**src/rtl/hazard_pkg.sv**
```systemverilog
// Shared types and constants for the pipeline hazard/stall controller.
package hazard_pkg;

  typedef enum logic [1:0] {
    RUN      = 2'd0,
    MEM_WAIT = 2'd1,
    ERR      = 2'd2
  } state_e;

  // Write-back source encoding that marks a load (data comes from data memory).
  localparam logic [1:0] RU_SRC_DM = 2'b01;

  typedef struct packed {
    logic pc_en;
    logic fd_en;
    logic fd_flush;
    logic de_en;
    logic de_flush;
    logic em_en;
    logic mw_flush;
  } ctrl_t;

  localparam ctrl_t CTRL_DEFAULT = '{pc_en: 1'b1, fd_en: 1'b1, fd_flush: 1'b0, de_en: 1'b1,
                                     de_flush: 1'b0, em_en: 1'b1, mw_flush: 1'b0};
  localparam ctrl_t CTRL_FREEZE  = '{pc_en: 1'b0, fd_en: 1'b0, fd_flush: 1'b0, de_en: 1'b0,
                                     de_flush: 1'b0, em_en: 1'b0, mw_flush: 1'b1};
  localparam ctrl_t CTRL_KILL    = '{pc_en: 1'b0, fd_en: 1'b0, fd_flush: 1'b1, de_en: 1'b0,
                                     de_flush: 1'b1, em_en: 1'b0, mw_flush: 1'b1};

endpackage

```
**src/rtl/hazard_mem_timer.sv**
```systemverilog
// Memory-wait cycle counter: load to 1 on entry, increment while waiting, flag expiry.
module hazard_mem_timer #(
  parameter int MEM_TIMEOUT = 16
) (
  input  logic clk,
  input  logic rst_n,
  input  logic load,
  input  logic clr,
  input  logic inc,
  output logic expired
);

  localparam int TMR_W = $clog2(MEM_TIMEOUT + 1);

  logic [TMR_W-1:0] count;

  // NOTE: sequential state uses non-blocking assignments so all registers update together.
  always_ff @(posedge clk or negedge rst_n) begin
    if (!rst_n)    count <= '0;
    else if (load) count <= TMR_W'(1);
    else if (clr)  count <= '0;
    else if (inc)  count <= count + TMR_W'(1);
  end

  assign expired = (count == TMR_W'(MEM_TIMEOUT - 1));

endmodule

```
**src/rtl/hazard_ctrl.sv**
```systemverilog
// Pipeline hazard/stall controller: load-use bubble, branch flush, memory freeze with timeout.
// Optional HAZARD_PERF_EN adds saturating stall/flush/load-use counters.
module hazard_ctrl
  import hazard_pkg::*;
#(
  parameter int         MEM_TIMEOUT = 16,
  parameter logic [1:0] LOAD_SRC    = RU_SRC_DM
) (
  input  logic        clk,
  input  logic        rst_n,
  input  logic [4:0]  de_rs1,
  input  logic [4:0]  de_rs2,
  input  logic        de_use_rs1,
  input  logic        de_use_rs2,
  input  logic [4:0]  ex_rd,
  input  logic        ex_ru_write,
  input  logic [1:0]  ex_ru_data_src,
  input  logic        ex_br_taken,
  input  logic        mem_req,
  input  logic        mem_ack,
  output logic        pc_en,
  output logic        fd_en,
  output logic        fd_flush,
  output logic        de_en,
  output logic        de_flush,
  output logic        em_en,
  output logic        mw_flush,
`ifdef HAZARD_PERF_EN
  output logic [31:0] perf_stall_cnt,
  output logic [31:0] perf_flush_cnt,
  output logic [31:0] perf_lu_cnt,
`endif
  output logic        hazard_err
);

  state_e state, state_nxt;
  ctrl_t  ctrl;
  logic   load_use, resolve;
  logic   tmr_load, tmr_clr, tmr_inc, tmr_expired;

  assign load_use = ex_ru_write && (ex_ru_data_src == LOAD_SRC) && (ex_rd != 5'd0) &&
                    ((de_use_rs1 && (de_rs1 == ex_rd)) || (de_use_rs2 && (de_rs2 == ex_rd)));

  always_ff @(posedge clk or negedge rst_n) begin
    if (!rst_n) state <= RUN;
    else        state <= state_nxt;
  end

  // NOTE: every signal gets a default first so no path leaves it unassigned (no latches).
  always_comb begin
    ctrl      = CTRL_DEFAULT;
    state_nxt = state;
    resolve   = 1'b0;
    tmr_load  = 1'b0;
    tmr_clr   = 1'b0;
    tmr_inc   = 1'b0;
    unique case (state)
      RUN: begin
        if (mem_req && !mem_ack) begin
          ctrl      = CTRL_FREEZE;
          state_nxt = MEM_WAIT;
          tmr_load  = 1'b1;
        end else begin
          resolve = 1'b1;
        end
      end
      MEM_WAIT: begin
        if (!mem_ack) begin
          ctrl = CTRL_FREEZE;
          if (tmr_expired) state_nxt = ERR;
          else             tmr_inc   = 1'b1;
        end else begin
          resolve   = 1'b1;
          state_nxt = RUN;
          tmr_clr   = 1'b1;
        end
      end
      ERR:     ctrl = CTRL_KILL;
      default: begin
        ctrl      = CTRL_KILL;
        state_nxt = ERR;
      end
    endcase
    // A branch still held in EX after a freeze is flushed here, on the release cycle.
    if (resolve) begin
      if (ex_br_taken) begin
        ctrl.fd_flush = 1'b1;
        ctrl.de_flush = 1'b1;
      end else if (load_use) begin
        ctrl.pc_en    = 1'b0;
        ctrl.fd_en    = 1'b0;
        ctrl.de_flush = 1'b1;
      end
    end
    if (!rst_n) ctrl = CTRL_KILL;
  end

  hazard_mem_timer #(.MEM_TIMEOUT(MEM_TIMEOUT)) u_timer (
    .clk     (clk),
    .rst_n   (rst_n),
    .load    (tmr_load),
    .clr     (tmr_clr),
    .inc     (tmr_inc),
    .expired (tmr_expired)
  );

  assign pc_en      = ctrl.pc_en;
  assign fd_en      = ctrl.fd_en;
  assign fd_flush   = ctrl.fd_flush;
  assign de_en      = ctrl.de_en;
  assign de_flush   = ctrl.de_flush;
  assign em_en      = ctrl.em_en;
  assign mw_flush   = ctrl.mw_flush;
  assign hazard_err = (state == ERR);

`ifdef HAZARD_PERF_EN
  // Outside ERR, fd_flush only comes from a branch and pc_en=0 with de_flush=1 only from load-use.
  logic live;
  assign live = (state != ERR);

  always_ff @(posedge clk or negedge rst_n) begin
    if (!rst_n) begin
      perf_stall_cnt <= '0;
      perf_flush_cnt <= '0;
      perf_lu_cnt    <= '0;
    end else begin
      if (live && !pc_en && perf_stall_cnt != '1) perf_stall_cnt <= perf_stall_cnt + 32'd1;
      if (live && fd_flush && perf_flush_cnt != '1) perf_flush_cnt <= perf_flush_cnt + 32'd1;
      if (live && !pc_en && de_flush && perf_lu_cnt != '1) perf_lu_cnt <= perf_lu_cnt + 32'd1;
    end
  end
`endif

endmodule

```
**config.mk**
```make
export PLATFORM = sky130hd
export DESIGN_NAME = hazard_ctrl
export DESIGN_NICKNAME = d
export VERILOG_FILES = /design/src/rtl/hazard_pkg.sv /design/src/rtl/hazard_mem_timer.sv /design/src/rtl/hazard_ctrl.sv
export SDC_FILE = /design/constraint.sdc
export NUM_CORES = 1
export LEC_CHECK = 0
export ABC_AREA = 1
export BUFFER_PORTS_ARGS = -buffer_cell sky130_fd_sc_hd__buf_2
export CAP_MARGIN = 20
export CORE_MARGIN = 8
export CORE_UTILIZATION = 41
export DETAILED_ROUTE_END_ITERATION = 10
export PLACE_DENSITY = 0.74
export SETUP_SLACK_MARGIN = 0.2
export SLEW_MARGIN = 25
export SYNTH_ARGS = -nofsm -noshare
export SYNTH_HDL_FRONTEND = slang
export SYNTH_SLANG_ARGS = --single-unit
```
**constraint.sdc**
```tcl
create_clock -name clk -period 1.66 [get_ports clk]
set_clock_uncertainty 0.2 [all_clocks]
set_input_delay 0.083 -clock clk [delete_from_list [all_inputs] [get_ports clk]]
set_output_delay 0.083 -clock clk [all_outputs]
set_load 0.05 [all_outputs]
```
==> results by group, run 1 <==
Routing
  – Antenna-violating nets left: 0
  – Total number of vias: around 890
  – Post-route DRC: 0
  – Routed vias/inst: 4.67
  – Initial DRC Count: 15
  – Routed WL per cell: 11.9 um
  – Drt first pass iters: 4
  – Total Wirelength: roughly 2300 um

Synthesis
  – Post-synthesis instance total: 120
  – Cell taking the most area after synthesis: dfrtp_1
  – Synthesized area: 718 um^2
  – Syn avg cell area: 5.98 um^2
  – Synth top cells by count: 38 x nand2_1, 29 x inv_1, 16 x nor2_1
  – Post-synth top area share: 24.4%
  – Synth async-reset ratio: 100%
  – Most frequent cell after synthesis: nand2_1
  – Ys flop type: dfrtp_1
  – Register bit total from synthesis: 7
  – Syn. warnings: 0
  – Syn nets: 147
  – Synth area leaders: dfrtp_1 24%, nand2_1 20%, inv_1 15%
  – EDFF count, synth: 0
  – Seq/Total Area, Yosys: 24.4%
  – Netlist cell types: 22

Clock network
  – CTS Buf Count: 3
  – CTS tree: yes
  – Clock transition at path regs: 0.06 ns
  – Clock Latency Late Sink: 0.25 ns
  – Clock Tree Buf Depth: 2
  – CTS root buffer: clkbuf_4
  – H-tree Lvls: 1
  – Clk sinks: 7
  – CTS Hold Bufs: 1

Power and ir drop
  – Part of the power in registers: 41.4%
  – Leakage: 0.000707 uW
  – Switching share of power: roughly 27%
  – Combinational fraction of design power: 20.4%
  – Power density cells: approximately 350 nW/um^2
  – Net switching power: 112 uW
  – VDD IR max: roughly 0.41 mV
  – Internal power: roughly 300 uW
  – Clock power frac: 38.2%

Timing
  – Fmax: between 500 and 600 MHz
  – Worst Tran Pin Value: about 0.25 ns
  – Hold WS: -0.543 ns
  – Final Critical Period: 1.77 ns
  – Setup-failing EPs final: 8
  – Final hold violations: 7
  – Worst setup margin: -0.112 ns
  – Setup tns final: -0.630 ns
  – Max Transition Viols Final: 0
  – Tcrit/Tclk final: 107%
  – Relative slew slack: between 80 and 90%
  – Unrepaired setup endpoints after global routing: true

Layout
  – # fillers: 146
  – Ant. Diodes: 0
  – Final Net Count: about 200
  – Final core utilization: between 60% and 70%
  – Area growth syn-to-layout: 63.9%
  – Final Cell Area: ~1200 um^2
  – Layout cells sized above 1: 49.1%

Die
  – Die Ht: 57.9 um
  – Core Area: 1690 um^2
  – Initial Util: 42.5%
  – Row count: 15
  – Number of I/O pins: 33
  – Die ar.: 3350 um^2
  – Die Wd: 57.9 um

Flow run
  – Max-cap violations: 0

GRT
  – Vias in the first global route: slightly below 900
  – Antenna violations before repair: 0
  – Largest net degree at the start of global routing: 9
  – Met2 Resource Use GR: between 20% and 30%
  – Gr usage total: 13.5%
  – Met3 GRT Util: around 6.0%
  – GRT Max-Usage Layer: met2
  – First-pass GRT wire length: 3570 um
  – Met1 Use GR: between 10% and 20%
  – GRT overflow: 0

Placed design
  – Placer Congestion: 0.785
  – HPWL after DPL: 1520 um
  – # port buffers: 32
  – Placement Cell Area: slightly above 900 um^2

Setup path
  – Startpoint Class: flip-flop
  – CP Data Arrival Time: 1.49 ns
  – Setup Crit Path Kind: flip-flop to primary output
  – Critical path capture point type: primary output
  – Critical Path Fanout Max: 3
  – Critical Path RT: ~1.4 ns

Min path
  – Hold crit path type: primary input to asynchronous set/reset pin

Run status
  – Status: complete, but fails checks
  – Failing checks: hold timing, setup timing
==> cell type report <==
class                   instances  area [um^2]  area share [%]
clock buffers                   4         26.3            2.23
inverters                      30          116            9.88
multi-input cells              81          475            40.4
flip-flops and latches          7          176            15.0
well taps                      17         21.3            1.81
repair buffers                 51          362            30.7
==> layer usage <==
metal | up-vias | share of wire [%]
met1 | 393 | 34
met3 | 4 | 7.7
met5 | - | 0
met2 | 28 | 57
li1 | 462 | -
met4 | 0 | 1.6
==> worst max-delay path, stage by stage (launching register included) <==
cell,delay (ns)
dfrtp_1,0.41
inv_2,0.10
nor2_4,0.05
nand2_4,0.06
nand2_2,0.06
inv_2,0.09
nor2_2,0.04
nor3_2,0.18
nand2_2,0.10
buf_8,0.16
==> power groups by stage <==
stage,combinational (uW),sequential [uW],clock (uW)
floorplan,38.3,174,0
global route,96.7,171,173
global placement,79.1,174,0
CTS,84.0,171,159
detailed placement,81.6,174,0
finish,84.0,171,157
==> kinds of logic after synthesis <==
kind of cell	after synthesis	share of synthesized area [%]
compound gates	7	5.92
fa+ha+maj	2	3.48
simple gates	72	48.4
buf+inv	32	17.8
flops	7	24.4
==> layout by cell type (no fill, tap or decap) <==
master,count
nand2_1,34
buf_2,26
inv_1,24
buf_4,17
nor2_1,13
nand3_1,6
dfrtp_1,6
inv_2,5
nand2_2,5
nor2_2,4
buf_8,4
nor3_2,3
clkbuf_4,3
buf_6,3
nor2_4,2
nand3_4,2
o21ai_2,2
ha_2,2
nand2_4,1
nand4_1,1
o21ai_0,1
clkinvlp_4,1
o21ai_1,1
nor3_4,1
a21oi_2,1
o22ai_2,1
o31ai_2,1
clkbuf_1,1
dlygate4sd3_1,1
dfrtp_2,1
==> metrics by stage <==
| stage | instances | total power [uW] | setup WS [ns] | hold WS, ns |
|---|---|---|---|---|
| 5_1_grt | 190 | 441 | -0.205 | -0.543 |
| 4_1_cts | 186 | 414 | -0.0778 | -0.538 |
| 2_1_floorplan | 120 | 212 | -0.206 | -0.413 |
| 3_3_place_gp | 170 | 253 | 0.00474 | -0.268 |
| 6_report | 190 | 412 | -0.112 | -0.543 |
| 3_5_place_dp | 170 | 255 | -0.0590 | -0.267 |
==> sequential cells by signal, summed over array words and instances (netlist names) <==
| name | cells |
|---|---|
| state | 2 |
| u_timer.count | 5 |
==> what timing repair did <==
item,4_1_cts,5_1_grt
hold endpoints to repair,8,7
pin swaps,12,1
buffers inserted,11,4
resized for setup,26,6
endpoints found under the setup margin,14,15
==> path summary, 6_finish.rpt <==
check / from / to / slack [ns] / cells past startpoint
max reg2reg: u_timer.count[0]$_DFFE_PN0P_ / u_timer.count[2]$_DFFE_PN0P_ / -0.02 / 9
max: state[0]$_DFFE_PN0P_ / de_flush / -0.11 / 9
max in group asynchronous: rst_n / state[1]$_DFFE_PN0P_ / 1.63 / 1
min in group clk: mem_req / state[0]$_DFFE_PN0P_ / 0.05 / 3
min: rst_n / state[1]$_DFFE_PN0P_ / -0.54 / 1
min reg2reg: u_timer.count[4]$_DFFE_PN0P_ / u_timer.count[4]$_DFFE_PN0P_ / 0.34 / 2
No activity file was read; power rests on OpenSTA's default activity.
==> run 2: changes to the inputs <==
- CORE_UTILIZATION: 41 -> 40
- SKIP_CTS_REPAIR_TIMING: default -> 1
- SYNTH_HIERARCHICAL: default -> 1
==> run 2 against run 1 <==
Net effect: the flow finishes with violations (setup timing); largest cell class unchanged; clock-buffer cell count unchanged; hold slack improved by 0.57 ns; wire length is 15% lower; area after synthesis shrank 7.5%; clock power down 7%; combinational power grew 12%; fmax is essentially flat; largest power group unchanged.
==> results by group, run 2 <==
Placed design
  – Placement Cell Area: 911 um^2
  – Placer Congestion: 0.789
  – # port buffers: 32
  – HPWL after DPL: ~1500 um
  – Placed Instances: 169

Routing
  – Routed WL per cell: 10.9 um
  – Routed vias/inst: 4.67
  – Total number of vias: 826
  – Initial DRC Count: 13
  – Post-route DRC: 0
  – Drt first pass iters: 4
  – Antenna-violating nets left: 0
  – Total Wirelength: approximately 1900 um

Power and ir drop
  – Leakage: 0.000609 uW
  – VDD IR max: 0.359 mV
  – Power density cells: 406 nW/um^2

Die
  – Initial Util: between 40% and 50%
  – Die Wd: 56.8 um
  – Die ar.: 3220 um^2
  – Core Area: 1520 um^2
  – Number of I/O pins: 33
  – Row count: 14
  – Die Ht: roughly 57 um

Synthesis
  – Syn. warnings: 6
  – Mux share of post-synthesis cell area: 0%
  – Synth area leaders: dfrtp_1 26%, nand2_1 23%, inv_1 14%
  – Largest family of logic cells by synthesized area: simple AND/OR/NAND/NOR gates
  – Synthesized area: ~660 um^2
  – Synth top cells by count: 41 x nand2_1, 24 x inv_1, 19 x nor2_1
  – Ys flop type: dfrtp_1
  – Cell taking the most area after synthesis: dfrtp_1
  – Most frequent cell after synthesis: nand2_1
  – Post-synthesis instance total: 119
  – Synth Area in Adders: 3.77%
  – Compound-Gate Fraction of Synth Area: 5.65%
  – Synth Area in XOR/XNOR: 1.32%
  – EDFF count, synth: 0
  – Synth async-reset ratio: 100%
  – Synth Area in Simple Gates: 45.2%
  – Post-synth top area share: 26.4%
  – Netlist cell types: 21
  – Syn nets: between 100 and 150
  – Register bit total from synthesis: 7
  – Seq/Total Area, Yosys: 26.4%
  – Syn avg cell area: roughly 5.6 um^2

GRT
  – First-pass GRT wire length: 2970 um
  – Gr usage total: around 11%
  – Antenna violations before repair: 0
  – Vias in the first global route: between 700 and 800
  – GRT overflow: 0
  – Largest net degree at the start of global routing: 9

Clock network
  – CTS Buf Count: 3
  – Clock Tree Buf Depth: 2
  – H-tree Lvls: 1
  – Clock transition at path regs: ~0.050 ns
  – Clk sinks: 7
  – CTS root buffer: clkbuf_4
  – Clock Latency Late Sink: about 0.24 ns
  – CTS tree: yes

Setup path
  – Crit-path most repeated cell: inv_2
  – CP Data Arrival Time: 1.70 ns
  – Crit-path cells: ha_2 > and3_4 > ha_4 > inv_2 > nand4_1 > inv_2 > buf_4 > xnor2_1 > o21bai_1
  – Crit path largest cell delay: 0.37 ns
  – Setup Crit Path Kind: flip-flop to flip-flop
  – Critical path capture point type: flip-flop
  – Worst path bufs/invs: 3
  – Startpoint Class: flip-flop
  – Critical Path Fanout Max: 6
  – CP max-delay cell: dfrtp_1
  – Critical Path RT: 1.58 ns
  – Cell family with most CP delay: flip-flops

Layout
  – Largest registers: u_timer/count: 5 flops, state: 2 flops
  – Final Cell Area: a little over 1000 um^2
  – Final Net Count: ~190
  – Most frequent cells in the layout: 39 x nand2_1, 26 x buf_2, 18 x nor2_1
  – Area growth syn-to-layout: 53.9%
  – Layout cells sized above 1: 39.1%
  – Non-Filler Instances: around 180
  – Commonest non-fill, non-tap cell in the layout: nand2_1
  – Ant. Diodes: 0
  – Top reg by flops: u_timer/count
  – Max reg flops: 5

Timing
  – Hold WS: approximately 0.030 ns
  – Worst Tran Pin Value: between 0.3 and 0.4 ns
  – Tcrit/Tclk final: 107%
  – Relative slew slack: around three quarters
  – Fmax: ~560 MHz
  – Unrepaired setup endpoints after global routing: true
  – Worst setup margin: -0.113 ns
  – Final Critical Period: roughly 1.8 ns
  – Max Transition Viols Final: 0
  – Final hold violations: 0
  – Setup tns final: -0.455 ns
  – Setup-failing EPs final: 6

Run status
  – Status: complete, but fails checks
  – Failing checks: setup timing

Min path
  – Hold crit path type: primary input to flip-flop

Flow run
  – Max-cap violations: 0
## run 2: changes by cell type in the layout (fill, tap and decap cells not counted), moves of 3 or more
cell	delta
buf_8	-4
nand2_2	-3
nor2_1	+5
buf_4	-7
nand2_1	+5
inv_1	-7
nor3_2	-3
nor2_2	-3
## run 2: power breakdown
group | internal (uW) | switching, uW
Clock | 91.2 | 54.4
Combinational | 42.8 | 51.4
Sequential | 174 | 1.05
## run 2: cell type report
type	instances	area, um^2
clock buffer	4	26.3
fill	141	502
inverter	26	105
multi-input combinational	83	435
sequential	7	175
tap	16	20.0
timing repair buffer	41	260
## run 2: cell families after synthesis
| family | count (synthesis) |
|---|---|
| AND/OR/NAND/NOR | 73 |
| buffers and inverters | 29 |
| AO/OA/AOI/OAI | 7 |
| flip-flops | 7 |
| adder cells (fa/ha/maj) | 2 |
| XOR/XNOR | 1 |
## run 2: per-layer routing
layer	global-route usage, %	vias up	wire (um)
met5	0	-	0
met4	4.03	0	56
met1	11.6	354	752
met2	18.3	30	976
met3	5.17	6	138
li1	-	436	-
## run 2: worst register-to-register path, cell delays in order (launching register included)
cell and delay, ns:
dfrtp_1 0.37, ha_2 0.20, and3_4 0.16, ha_4 0.15
inv_2 0.04, nand4_1 0.09, inv_2 0.13, buf_4 0.13
xnor2_1 0.10, o21bai_1 0.08
## run 2: final timing paths
| path | depth (start not counted) | end | start | slack (ns) |
|---|---|---|---|---|
| max in group asynchronous | 2 | state[1]$_DFFE_PN0P_ | rst_n | 0.95 |
| min in group asynchronous | 2 | u_timer/count[3]$_DFFE_PN0P_ | rst_n | 0.08 |
| hold reg to reg | 2 | state[1]$_DFFE_PN0P_ | state[1]$_DFFE_PN0P_ | 0.37 |
| setup / recovery | 9 | u_timer/count[0]$_DFFE_PN0P_ | u_timer/count[0]$_DFFE_PN0P_ | -0.11 |
| hold / removal | 4 | state[1]$_DFFE_PN0P_ | mem_ack | 0.03 |
| setup reg to reg | 9 | u_timer/count[0]$_DFFE_PN0P_ | u_timer/count[0]$_DFFE_PN0P_ | -0.11 |
## run 2: stage by stage
stage               power (uW)  setup WS, ns  utilization (%)
floorplan                  221        -0.136                -
CTS                        420        -0.220             61.5
detailed placement         268        -0.178             59.8
global placement           264        -0.135             59.8
finish                     415        -0.113             67.1
global route               449        -0.235             67.1
